**config.mk**
```make
export PLATFORM = sky130hd
export DESIGN_NAME = datapath_sequencer
export DESIGN_NICKNAME = d
export VERILOG_FILES = /design/src/rtl/datapath_sequencer.sv
export SDC_FILE = /design/constraint.sdc
export NUM_CORES = 1
export LEC_CHECK = 0
export CORE_UTILIZATION = 45
export DETAILED_ROUTE_END_ITERATION = 8
export DONT_BUFFER_PORTS = 1
export GPL_TIMING_DRIVEN = 0
export PLACE_DENSITY = 0.63
export SYNTH_ARGS = -nofsm -noshare
export SYNTH_HDL_FRONTEND = slang
export SYNTH_SLANG_ARGS = --single-unit
```
**constraint.sdc**
```tcl
create_clock -name clk -period 2.6 [get_ports clk]
set_input_delay 0.13 -clock clk [delete_from_list [all_inputs] [get_ports clk]]
set_output_delay 0.13 -clock clk [all_outputs]
set_load 0.01 [all_outputs]
```
**src/rtl/datapath_sequencer.sv**
```systemverilog
// Command sequencer for the 16-register byte datapath: LOAD/ALU/READ/CLR over valid/ready.
// Optional performance counters are enabled with `define DP_SEQ_PERF_EN.
`timescale 1ns/1ps
module datapath_sequencer #(
  parameter int NREG = 16
`ifdef DP_SEQ_PERF_EN
  , parameter int PERF_W = 16
`endif
) (
  input  logic        clk,
  input  logic        rst_n,
  input  logic        cmd_valid,
  output logic        cmd_ready,
  input  logic [1:0]  cmd_op,
  input  logic [3:0]  cmd_wa,
  input  logic [3:0]  cmd_raa,
  input  logic [3:0]  cmd_rab,
  input  logic [3:0]  cmd_sel,
  input  logic [2:0]  cmd_alu,
  output logic        res_valid,
  input  logic        res_ready,
  output logic [6:0]  res_data,
  output logic        res_flag,
  output logic        err,
  output logic [3:0]  Sel,
  output logic        Wen,
  output logic [3:0]  WA,
  output logic [3:0]  RAA,
  output logic [3:0]  RAB,
  output logic [2:0]  Op,
  output logic [7:0]  Ctrl,
  input  logic [6:0]  OutPort,
  input  logic        Flag
`ifdef DP_SEQ_PERF_EN
  , output logic [PERF_W-1:0] perf_cmds
  , output logic [PERF_W-1:0] perf_errs
`endif
);

  typedef enum logic [2:0] {S_IDLE, S_LOAD, S_ALU, S_READ, S_RESP, S_CLR} state_t;

  state_t          state, next_state;
  logic            rdy_q;
  logic [3:0]      wa_q, raa_q, rab_q, sel_q;
  logic [2:0]      alu_q;
  logic [NREG-1:0] mask;
  logic            accept, a_ok, alu_ok;

  // rdy_q keeps cmd_ready low until the first edge after reset release
  assign cmd_ready = rdy_q && (state == S_IDLE);
  assign accept    = cmd_valid && cmd_ready;
  assign res_valid = (state == S_RESP);
  assign a_ok      = mask[raa_q];
  assign alu_ok    = mask[raa_q] && mask[rab_q];

  always_ff @(posedge clk or negedge rst_n) begin
    if (!rst_n) begin
      state <= S_IDLE;
      rdy_q <= 1'b0;
      wa_q  <= '0;
      raa_q <= '0;
      rab_q <= '0;
      sel_q <= '0;
      alu_q <= '0;
    end else begin
      state <= next_state;
      rdy_q <= 1'b1;
      if (accept) begin
        wa_q  <= cmd_wa;
        raa_q <= cmd_raa;
        rab_q <= cmd_rab;
        sel_q <= cmd_sel;
        alu_q <= cmd_alu;
      end
    end
  end

  always_comb begin
    next_state = state;
    case (state)
      S_IDLE: begin
        if (accept) begin
          case (cmd_op)
            2'b00:   next_state = S_LOAD;
            2'b01:   next_state = S_ALU;
            2'b10:   next_state = S_READ;
            default: next_state = S_CLR;
          endcase
        end
      end
      S_READ:  next_state = a_ok ? S_RESP : S_IDLE;
      S_RESP:  next_state = res_ready ? S_IDLE : S_RESP;
      default: next_state = S_IDLE;
    endcase
  end

  // Datapath pins decode from the state register and the latched command only
  always_comb begin
    Sel  = '0;
    Wen  = 1'b0;
    WA   = '0;
    RAA  = '0;
    RAB  = '0;
    Op   = '0;
    Ctrl = '0;
    err  = 1'b0;
    case (state)
      S_LOAD: begin
        Wen = 1'b1;
        WA  = wa_q;
        Sel = sel_q;
      end
      S_ALU: begin
        Wen  = alu_ok;
        WA   = wa_q;
        RAA  = raa_q;
        RAB  = rab_q;
        Op   = alu_q;
        Ctrl = 8'h01;
        err  = !alu_ok;
      end
      S_READ: begin
        Op  = 3'd4;
        RAA = raa_q;
        err = !a_ok;
      end
      default: ;
    endcase
  end

  // Mask check above uses the pre-write mask, so wa == raa/rab is safe
  always_ff @(posedge clk or negedge rst_n) begin
    if (!rst_n) begin
      mask     <= '0;
      res_data <= '0;
      res_flag <= 1'b0;
    end else begin
      case (state)
        S_LOAD: mask[wa_q] <= 1'b1;
        S_ALU: begin
          if (alu_ok) begin
            mask[wa_q] <= 1'b1;
            res_flag   <= Flag;
          end
        end
        S_READ: if (a_ok) res_data <= OutPort;
        S_CLR:  mask <= '0;
        default: ;
      endcase
    end
  end

`ifdef DP_SEQ_PERF_EN
  always_ff @(posedge clk or negedge rst_n) begin
    if (!rst_n) begin
      perf_cmds <= '0;
      perf_errs <= '0;
    end else begin
      if (accept) perf_cmds <= perf_cmds + 1'b1;
      if (err)    perf_errs <= perf_errs + 1'b1;
    end
  end
`endif

endmodule

```
==> metrics <==
RSZ-0062 raised after global routing yes; Final Skew 0.005446 ns; share of layout cells above drive strength 1 20.00%; synth unique cells 35; die height approximately 77 µm; CTS tree built; Final Slew Violations 0; DRC 0; Max stage delay cell, worst path nor3b_4; HPWL reported at the end of detailed placement 3746 µm; IO buf count 0; Area contributors post-synth dfrtp_1 46%, mux2_2 9.7%, nor2_1 4.3%; routed via count 1883; FILL cells approximately 480; Ys Warns 0; Root Buffer clkbuf_8; cell area after synthesis 0.002552 mm²; post-route clock period utilization 99.31%; worst-path cell chain clkbuf_1, nor3b_4, and2_1, nor4b_2, o21ai_4, buf_6, o21ai_0; Register-to-Register Setup Slack 0.36 ns; Routed WL 5734 µm; grt ovf 0; critical path arrival 2.45 ns; Setup-failing EPs final 0; Core Area 0.005473 mm²; Slew @ Worst Pin 0.7092 ns; H-tree levels 2; Rel. slew slack 52.72%; largest vdd supply drop slightly below 0.0004 V; GRT Resource Usage Total 20.25%; ANT nets after route 0; syn avg cell area 10.82 µm²; Post-synth EDFFs 0; Final Net Count ~310; P&R area growth vs syn 23.14%; largest net degree at the start of global routing 48; Layout Utilization 57.43%; CP endpoint Wen; Synth async-reset ratio 100.0%; Max Root-Sink Buffers 2; vias in the first global route 1846; register bit total from synthesis 47; 1st-pass router iterations 5; synth cell count leaders 47 x dfrtp_1, 29 x nor2_1, 22 x mux2_2, 18 x o21ai_0, 17 x a21oi_1; routed len/inst ~16 µm; most frequent cell after synthesis dfrtp_1; Initial Util between 40 and 50%; num rows 27; CP required 2.47 ns; # diodes 0; max_cap viols 0; CP endpoint kind output port; Leakage 1.384 nW; Placer Congestion 0.8060; Clock Sinks 47; design area 0.003143 mm²; largest area contributor in the netlist dfrtp_1; R2R Path End res_flag; crit path max fanout 10; antenna violations before repair 0; # IOs around 70; Reg-to-Reg Start state[0]; Placed Area between 0.002 and 0.003 mm²; Final Hold Fails 0; outcome complete, no violations; Mapped Cells 236; Tmin final 2.582 ns; Iter 0 DRT Violations 59; Post-synth top flop dfrtp_1; sequential area share after synthesis a little under half; CP max stage delay 0.41 ns; area share of the largest cell type after synthesis 46.08%; Via density 5.349; die width 77.32 µm; crit path kind register to output port; first-pass GRT wire length 9349 µm; total CTS buffers 5; Clk pin slew, worst setup/hold paths 0.09 ns; r2r worst-path depth 6; pwr dens 616.8 mW/mm²; Crit. Startpoint state[0]; Max Freq 387.3 MHz; Worst setup SP type register; die area 0.005978 mm²; Worst Hold Class input port to register; Skew-Pair Late Insertion Delay 0.30 ns
## cell usage in the layout (no fill, tap or decap), drive strengths merged, types with 3 or more instances in the layout
cell / count
a21oi: 17
and2: 14
and3: 5
buf: 12
clkbuf: 16
conb: 8
dfrtp: 47
dlygate4sd3: 29
mux2: 30
mux2i: 7
mux4: 5
nand2: 5
nand2b: 7
nor2: 29
nor2b: 3
nor3: 8
nor3b: 3
o21ai: 19
## worst min path at each step
| stage | start | to | slack [ns] | cells past startpoint |
|---|---|---|---|---|
| floorplan | rst_n | alu_q[0] | -0.17 | 0 |
| global placement | rst_n | res_data[5] | -0.16 | 0 |
| detailed placement | rst_n | res_data[3] | -0.16 | 0 |
| CTS | cmd_op[1] | state[1] | 0.04 | 3 |
| global route | cmd_op[1] | state[1] | 0.04 | 3 |
| finish | cmd_op[1] | state[1] | 0.04 | 3 |
## routing by layer
layer  wire length [µm]  up-vias  share of wire, %  GRT usage (%)
met5                  0        -                 0              0
met4                 57        0              0.99          4.528
met3                266        7               4.6          3.690
met2               2805       61                49          32.65
met1               2605      920                45          28.26
li1                   -      895                 -              -
## area by class of cell
class,instances,area [µm²],area share (%)
multi-input combinational,172,1287,40.96
clock buffer,6,72.57,2.309
buffer,21,131.4,4.180
clock inverter,2,60.06,1.911
sequential,47,1176,37.42
inverter,2,7.507,0.2389
tap,72,90.09,2.866
timing repair buffer,30,317.8,10.11
## critical path, delay by kind of cell, from the launching register on
family | cells | cell delay, ns
and+or+nand+nor | 3 | 1.00
buffers and inverters | 2 | 0.44
DFF | 1 | 0.37
AOI/OAI and AO/OA | 2 | 0.33
## sequential cells by signal, summed over array words and instances, names as in the netlist
signal	cells
res_flag	1
state	3
raa_q	4
rab_q	4
res_data	7
rdy_q	1
wa_q	4
alu_q	3
mask	16
sel_q	4
## per-stage QoR
| step | setup WS [ns] | TNS (ns) | std cells | total power, mW | hold WS (ns) |
|---|---|---|---|---|---|
| floorplan | 0.5742 | 0 | 242 | 1.180 | -0.1656 |
| global placement | 0.1460 | 0 | 314 | 1.248 | -0.1648 |
| detailed placement | 0.1271 | 0 | 314 | 1.261 | -0.1649 |
| finish | 0.01785 | 0 | 352 | 1.939 | 0.04149 |
| CTS | 0.002051 | 0 | 352 | 1.960 | 0.03961 |
| global route | -0.1451 | -0.1591 | 352 | 2.035 | 0.04277 |
## timing repair
item | in CTS | in global routing
endpoints found under the setup margin | 1 | 20
hold buffers | 30 | 0
pin swaps | 1 | 1
buffers inserted | 0 | 0
hold endpoints to repair | 75 | 0
resized for setup | 3 | 2
## where the power goes
part	total, mW	switching (mW)	internal (mW)
Clock	0.633	0.249	0.384
Combinational	0.426	0.216	0.211
Sequential	0.879	0.0681	0.811
Total	1.94	0.533	1.41
## cell families (layout without fill, tap and decap cells)
kind of cell / count (synthesis) / after routing / share of synthesized area, %
mux: 42 / 42 / 22.01
fa+ha+maj: 2 / 2 / 0.9802
flops: 47 / 47 / 46.08
buf+inv: 23 / 61 / 5.441
other cells: 2 / 8 / 0.2942
compound gates: 42 / 42 / 9.069
simple gates: 78 / 78 / 16.13
Note: power is estimated with default switching activity, not from simulation.
